**src/rtl/uart_byte_tx.sv**
```systemverilog
// uart_byte_tx - self-timed UART transmitter.
//
// Sends one byte per frame on uart_tx: start bit (0), 8 data bits LSB first,
// optional parity bit, stop bit (1). Bytes arrive over a valid/ready
// handshake. An internal 16-bit period counter times every bit to exactly
// CLKS_PER_BIT clock cycles.
//
// Optional feature: define UART_TX_PARITY_EN to insert a parity bit between
// the data bits and the stop bit (even parity, or odd when PARITY_ODD=1).
//
// Ports:
//   clk       system clock
//   rst_n     asynchronous active-low reset
//   tx_data   byte to send, sampled on the handshake edge
//   tx_valid  upstream has a byte
//   tx_ready  block accepts a byte this cycle (decoded from state only)
//   uart_tx   serial line, idle high, driven from a flop
//   tx_busy   frame in progress
//   tx_done   one-cycle pulse during the final cycle of the stop bit

module uart_byte_tx #(
  parameter int unsigned CLKS_PER_BIT = 2604,
  parameter bit          PARITY_ODD   = 1'b0
) (
  input  logic       clk,
  input  logic       rst_n,
  input  logic [7:0] tx_data,
  input  logic       tx_valid,
  output logic       tx_ready,
  output logic       uart_tx,
  output logic       tx_busy,
  output logic       tx_done
);

  typedef enum logic [2:0] {
    IDLE,
    START,
    DATA,
`ifdef UART_TX_PARITY_EN
    PARITY,
`endif
    STOP
  } state_t;

  localparam logic [15:0] CNT_LAST = 16'(CLKS_PER_BIT - 1);

  state_t      state, state_n;
  logic [15:0] cnt, cnt_n;
  logic [2:0]  idx, idx_n;
  logic [7:0]  shift, shift_n;
  logic        line_q, line_n;
  logic        bit_end;
`ifdef UART_TX_PARITY_EN
  logic        par_q, par_n;
`endif

  // State register
  always_ff @(posedge clk or negedge rst_n) begin
    if (!rst_n) begin
      state  <= IDLE;
      cnt    <= '0;
      idx    <= '0;
      shift  <= '0;
      line_q <= 1'b1;
`ifdef UART_TX_PARITY_EN
      par_q  <= 1'b0;
`endif
    end else begin
      state  <= state_n;
      cnt    <= cnt_n;
      idx    <= idx_n;
      shift  <= shift_n;
      line_q <= line_n;
`ifdef UART_TX_PARITY_EN
      par_q  <= par_n;
`endif
    end
  end

  // Next-state logic
  always_comb begin
    state_n = state;
    idx_n   = idx;
    shift_n = shift;
`ifdef UART_TX_PARITY_EN
    par_n   = par_q;
`endif
    bit_end = (cnt == CNT_LAST);
    cnt_n   = bit_end ? '0 : cnt + 16'd1;

    case (state)
      IDLE: begin
        cnt_n = '0;
        if (tx_valid) begin
          state_n = START;
          shift_n = tx_data;
`ifdef UART_TX_PARITY_EN
          par_n   = (^tx_data) ^ PARITY_ODD;
`endif
        end
      end
      START: begin
        if (bit_end) begin
          state_n = DATA;
          idx_n   = '0;
        end
      end
      DATA: begin
        if (bit_end) begin
          shift_n = {1'b0, shift[7:1]};
          idx_n   = idx + 3'd1;
          if (idx == 3'd7) begin
`ifdef UART_TX_PARITY_EN
            state_n = PARITY;
`else
            state_n = STOP;
`endif
          end
        end
      end
`ifdef UART_TX_PARITY_EN
      PARITY: begin
        if (bit_end) state_n = STOP;
      end
`endif
      STOP: begin
        if (bit_end) state_n = IDLE;
      end
      default: state_n = IDLE;
    endcase
  end

  // Outputs. The line level is computed from the next state so the
  // registered uart_tx changes on the same edge as the state it belongs to.
  always_comb begin
    line_n = 1'b1;
    case (state_n)
      START:   line_n = 1'b0;
      DATA:    line_n = shift_n[0];
`ifdef UART_TX_PARITY_EN
      PARITY:  line_n = par_n;
`endif
      default: line_n = 1'b1;
    endcase

    tx_ready = (state == IDLE);
    tx_busy  = (state != IDLE);
    tx_done  = (state == STOP) && bit_end;
    uart_tx  = line_q;
  end

endmodule

```
**config.mk**
```make
export PLATFORM = sky130hd
export DESIGN_NAME = uart_byte_tx
export DESIGN_NICKNAME = d
export VERILOG_FILES = /design/src/rtl/uart_byte_tx.sv
export SDC_FILE = /design/constraint.sdc
export NUM_CORES = 1
export LEC_CHECK = 0
export ABC_AREA = 1
export BUFFER_PORTS_ARGS = -buffer_cell sky130_fd_sc_hd__buf_2
export CAP_MARGIN = 20
export CORE_ASPECT_RATIO = 1.5
export CORE_MARGIN = 8
export CORE_UTILIZATION = 58
export CTS_BUF_LIST = sky130_fd_sc_hd__clkbuf_16
export CTS_CLUSTER_DIAMETER = 40
export DETAILED_ROUTE_END_ITERATION = 12
export HOLD_SLACK_MARGIN = 0.12
export PLACE_DENSITY = 0.88
export SLEW_MARGIN = 20
export SYNTH_ARGS = -nofsm -noshare
export SYNTH_HDL_FRONTEND = slang
export SYNTH_SLANG_ARGS = --single-unit
```
**constraint.sdc**
```tcl
create_clock -name clk -period 2.3 [get_ports clk]
set_clock_uncertainty 0.2 [all_clocks]
set_input_delay 0.115 -clock clk [delete_from_list [all_inputs] [get_ports clk]]
set_output_delay 0.115 -clock clk [all_outputs]
set_load 0.05 [all_outputs]
```
# After elaboration in Yosys (flattened, before gate mapping)
# Cells that the tools add are included.
[op_classes] n_addsub=2 n_reduce_logical=7 n_eq_ne=10 mux=15
[op_table] cell="2-to-1 mux 16 bit" n=2
[op_table] cell="2-to-1 mux 3 bit" n=7
[op_table] cell="adder 16 x 1 -> 16 bit (second input constant)" n=1
[op_table] cell="equality test 16 x 12 -> 1 bit (second input constant)" n=1
[op_table] cell="2-to-1 mux 8 bit" n=2
[op_table] cell="one-hot mux 8 bit (2 select lines)" n=1
[op_table] cell="one-hot mux 3 bit (4 select lines)" n=1
[op_table] cell="equality test 3 x 2 -> 1 bit (second input constant)" n=3
[op_table] cell="equality test 3 x 1 -> 1 bit (second input constant)" n=2
[op_table] cell="inequality test 2 bit (second input constant)" n=3
[op_table] cell="one-hot mux 3 bit (2 select lines)" n=1
[op_table] cell="AND reduction 3 bit" n=2
[op_table] cell="nonzero test 2 bit" n=2
[op_table] cell="adder 3 x 1 -> 3 bit (second input constant)" n=1
[op_table] cell="equality test 3 bit (second input constant)" n=1
[op_table] cell="zero test 3 bit" n=1
[op_table] cell="nonzero test 3 bit" n=1
[op_table] cell="one-hot mux 1 bit (2 select lines)" n=1
[op_table] cell="logical AND 1 bit" n=1
[word_totals] out_inout_bits=4 regBits=31 in_bits=11 wordCells=40

# Longest topological paths before layout
[logic_depth] depth_word=6 ltp_mapped=12 ltp_nobuf=12

# Least setup slack after synthesis
# OpenSTA, ideal clock, no wires.
[synth_path] path_type="register -> register" startpoint="register state[0]" endpoint="register line_q, in the netlist uart_tx" stages_incl_launch_ff=12 n_path_buf=0 setup_ns=0.060 setup_slack_ns=0.285 period_less_slack_ns=2.015 t_arrival_ns=1.755 t_required_ns=2.040 path_cell_list="dfrtp_1 > nor2_1 > nand2_1 > inv_2 > nand2_4 > inv_4 > nand2_1 > nand2_1 > inv_1 > nand2_1 > nand3_1 > nand2_1"
[synth_via] word_cells_on_any_way=14 cone_classes="eq/ne: 5; mux: 8; reduce/logical: 1"
[synth_rtl] item="start, declared" line="47" text="state_t state, state_n;"
[synth_rtl] item="start signal, assigned" line="69" text="state <= state_n;"
[synth_rtl] item="zero test 3 bit"
[synth_rtl] item="named net tx_ready" line="29" text="output logic tx_ready,"
[synth_rtl] item="one-hot mux 8 bit (2 select lines)" line="91" text="case (state)"
[synth_rtl] item="named net shift_n[0]" line="50" text="logic [7:0] shift, shift_n;"
[synth_rtl] item="one-hot mux 1 bit (2 select lines)" line="137" text="case (state_n)"
[synth_rtl] item="named net line_n" line="51" text="logic line_q, line_n;"
[synth_rtl] item="end signal, assigned" line="73" text="line_q <= line_n;"
[synth_rtl] item="end, declared" line="51"
# The timed path passes the listed nets, and every way through them passes these cells.
# A chain may end at the register's enable or synchronous reset.

# Final worst setup path
[layout_path] startpoint="register cnt[0]" endpoint="output port tx_done"
[layout_via] elab_chain_len=2
[layout_lines] item="start, declared" line="48" text="logic [15:0] cnt, cnt_n;"
[layout_lines] item="start signal, assigned" line="70" text="cnt <= cnt_n;"
[layout_lines] item="equality test 16 x 12 -> 1 bit" line="88" text="bit_end = (cnt == CNT_LAST);"
[layout_lines] item="logical AND 1 bit" line="148" text="tx_done = (state == STOP) && bit_end;"
[layout_lines] item="end, declared" line="32" text="output logic tx_done"
# Every way passes these cells.

==> flow_summary.yaml <==
placement:
  gp_congestion: 0.8376
  io_buffers: 14
  dp_hpwl_um: 2498
clock_network:
  clock-root-buffer: "clkbuf_16"
  insertion_delay_ns: 0.27
  numCtsBuffers: 5
  h-tree-depth: 2
  clock_path_buffers: 2
  clk_pin_slew_worst_paths_ns: 0.05
  cts_sinks: 31
  cts_tree: "done"
synth:
  yosysSeqAreaShare_pct: 45.16
  synth_fp_nets: 223
  yosys-top-cells-area: "dfrtp_1 (44%), nand2_1 (8.3%), inv_1 (5.7%)"
  ys_seq_elements: 31
  yosysTopAreaCellShare_pct: 43.64
  synth_cell_types: 36
  synth_top_cell_by_area: "dfrtp_1"
  yosys_warnings: 0
  syn_area_mm2: 0.001720
  syn_avg_cell_area_um2: 8.232
  syn_inst: 209
routing:
  drtIter0Drc: 45
  vias_per_cell: 5.243
  vias: 1489
  drt-pass1-iter-count: 4
  ant_nets: 0
  wl_per_cell_um: 13.80
  routed_wl_um: 3920
  drc: 0
floorplanning:
  core_area_mm2: 0.002883
  start_util_pct: 59.68
  rows: 24
  die_h_um: 82.70
  dieArea_mm2: 0.005001
  ios: 15
  fp.dieW_um: 60.47
global_routing:
  grtUsageTotal_pct: 18.14
  grt-ovfl-total: 0
  grt_max_degree: 32
  grt_pass1_vias: 1525
  antenna_found_initial: 0
  grt_first_pass_wirelength_um: 6706
sta:
  setup_viol: 0
  hold_viol: 0
  rsz0062_at_grt: "false"
  maxSlewViolCount: 0
  finalSetupTns_ns: 0
  hold_ws_ns: 0.2127
  relSlewSlack_pct: 54.20
  finalCritPeriodShare_pct: 91.17
  min_period_ns: 2.097
  fmax_mhz: 476.9
  worstMarginPinSlew_ns: 0.6869
outcome:
  status: "complete, no violations"
run:
  max_cap_viol_count: 0
pwr:
  p_sw_share_pct: 26.41
  switching_power_uw: 383.5
  p_int_mw: 1.068
  vdd_drop_max_mv: 0.5658
  pwr_density_cell_mw_per_mm2: 678.2
  p_leak_nw: 1.000
  clkPwrFrac_pct: 41.7
  seq_power_share_pct: 44.5
  comb_power_share_pct: 13.8
final_layout:
  layout_common_cells: "nand2_1 (38), dfrtp_1 (30), inv_1 (27), nor2_1 (25)"
  syn_to_final_growth_pct: 24.44
  drive_gt1_share_pct: 23.67
  nets: 258
  fill_cells: 197
  multi_input_area_um2: 822.0
  final_common_cell: "nand2_1"
  register_area_um2: 777.0
  antenna_cells_inserted: 0
setup_path:
  worst_ep_arrival_time_ns: 1.78
  worstPathMaxFanout: 4
  crit_type: "reg -> out"
  critPathCaptureType: "output pin"
  required_ns: 1.99
  startpoint_type: "register"
worst_hold_path:
  min_path_type: "in -> async"
-- through the flow --
stage                     setup WS [ns]  util [%]  instance area, um^2  power (mW)  cells
after floorplan                  0.2848         -                 1720      0.7600    209
after global placement           0.5200     63.15                 1821      0.8064    260
after detailed placement         0.4684     63.15                 1821      0.8160    260
after CTS                      0.008459     72.74                 2097       1.443    282
after global routing            0.02708     74.26                 2141       1.512    284
final                            0.2031     74.26                 2141       1.452    284
-- power groups by stage --
stage                     Sequential, mW  Combinational (mW)  Clock (mW)
after floorplan                    0.643               0.117           0
after global placement             0.644               0.163           0
after detailed placement           0.647               0.169           0
after CTS                          0.638               0.193       0.612
after global routing               0.651               0.225       0.637
final                              0.646               0.200       0.606
-- repair_timing --
| action | in CTS | in global routing |
|---|---|---|
| endpoints found under the setup margin | 0 | 3 |
| buffers inserted | 0 | 3 |
| resized for setup | 0 | 5 |
| hold endpoints to repair | 41 | 0 |
| hold buffers | 14 | 0 |
-- critical path, cell delays in order, from the launching register on --
cell,delay (ns)
dfrtp_1,0.42
ha_4,0.18
nand2_1,0.07
clkinv_1,0.05
nand2_1,0.10
nor4_2,0.28
and2_1,0.16
buf_2,0.25
-- registers in the layout (all words and copies together) (netlist names) --
| register | flops |
|---|---|
| state | 3 |
| cnt | 16 |
| uart_tx | 1 |
| shift | 8 |
| idx | 3 |
-- cell families after synthesis --
group	Yosys count	share of synthesized area [%]
simple gates	108	32.80
buf+inv	37	8.873
flops	31	45.16
compound gates	25	8.654
fa+ha+maj	3	2.182
xor+xnor	3	1.528
other cells	1	0.2180
mux	1	0.5818
-- synthesized netlist by cell type, drive strengths merged --
library cell,n
a2111oi,1
a21oi,8
a22oi,3
a31oi,1
and2,1
buf,2
clkinv,1
conb,1
dfrtp,30
dfstp,1
ha,3
inv,34
mux2i,1
nand2,47
nand3,20
nand3b,1
nand4,2
nor2,34
nor3,2
nor4,1
o211ai,2
o21a,1
o21ai,9
xnor2,1
xor2,2
-- cell type report --
type	count	area share [%]
tap	39	2.279
inverter	35	6.254
timing repair buffer	30	10.40
multi-input combinational	141	38.40
sequential	31	36.29
clock inverter	3	0.5260
clock buffer	5	5.845
-- metal layers --
layer	up-vias	track usage, %	share of wire, %
met5	-	0	0
met1	709	17.38	38
met2	38	32.94	54
met4	0	11.48	3.7
met3	15	4.961	4.2
li1	727	-	-
-- final timing paths --
kind | start | end | slack, ns | cells after the start
max in group asynchronous | rst_n | cnt[13] | 1.25 | 2
worst min-delay path | rst_n | state[0] | 0.21 | 2
worst max register to register | state[0] | shift[1] | 0.27 | 8
worst max-delay path | cnt[0] | tx_done | 0.20 | 7
min in group clk | shift[3] | shift[3] | 0.28 | 2
worst min register to register | shift[3] | shift[3] | 0.28 | 2
Power figures use the tool's default switching activity.
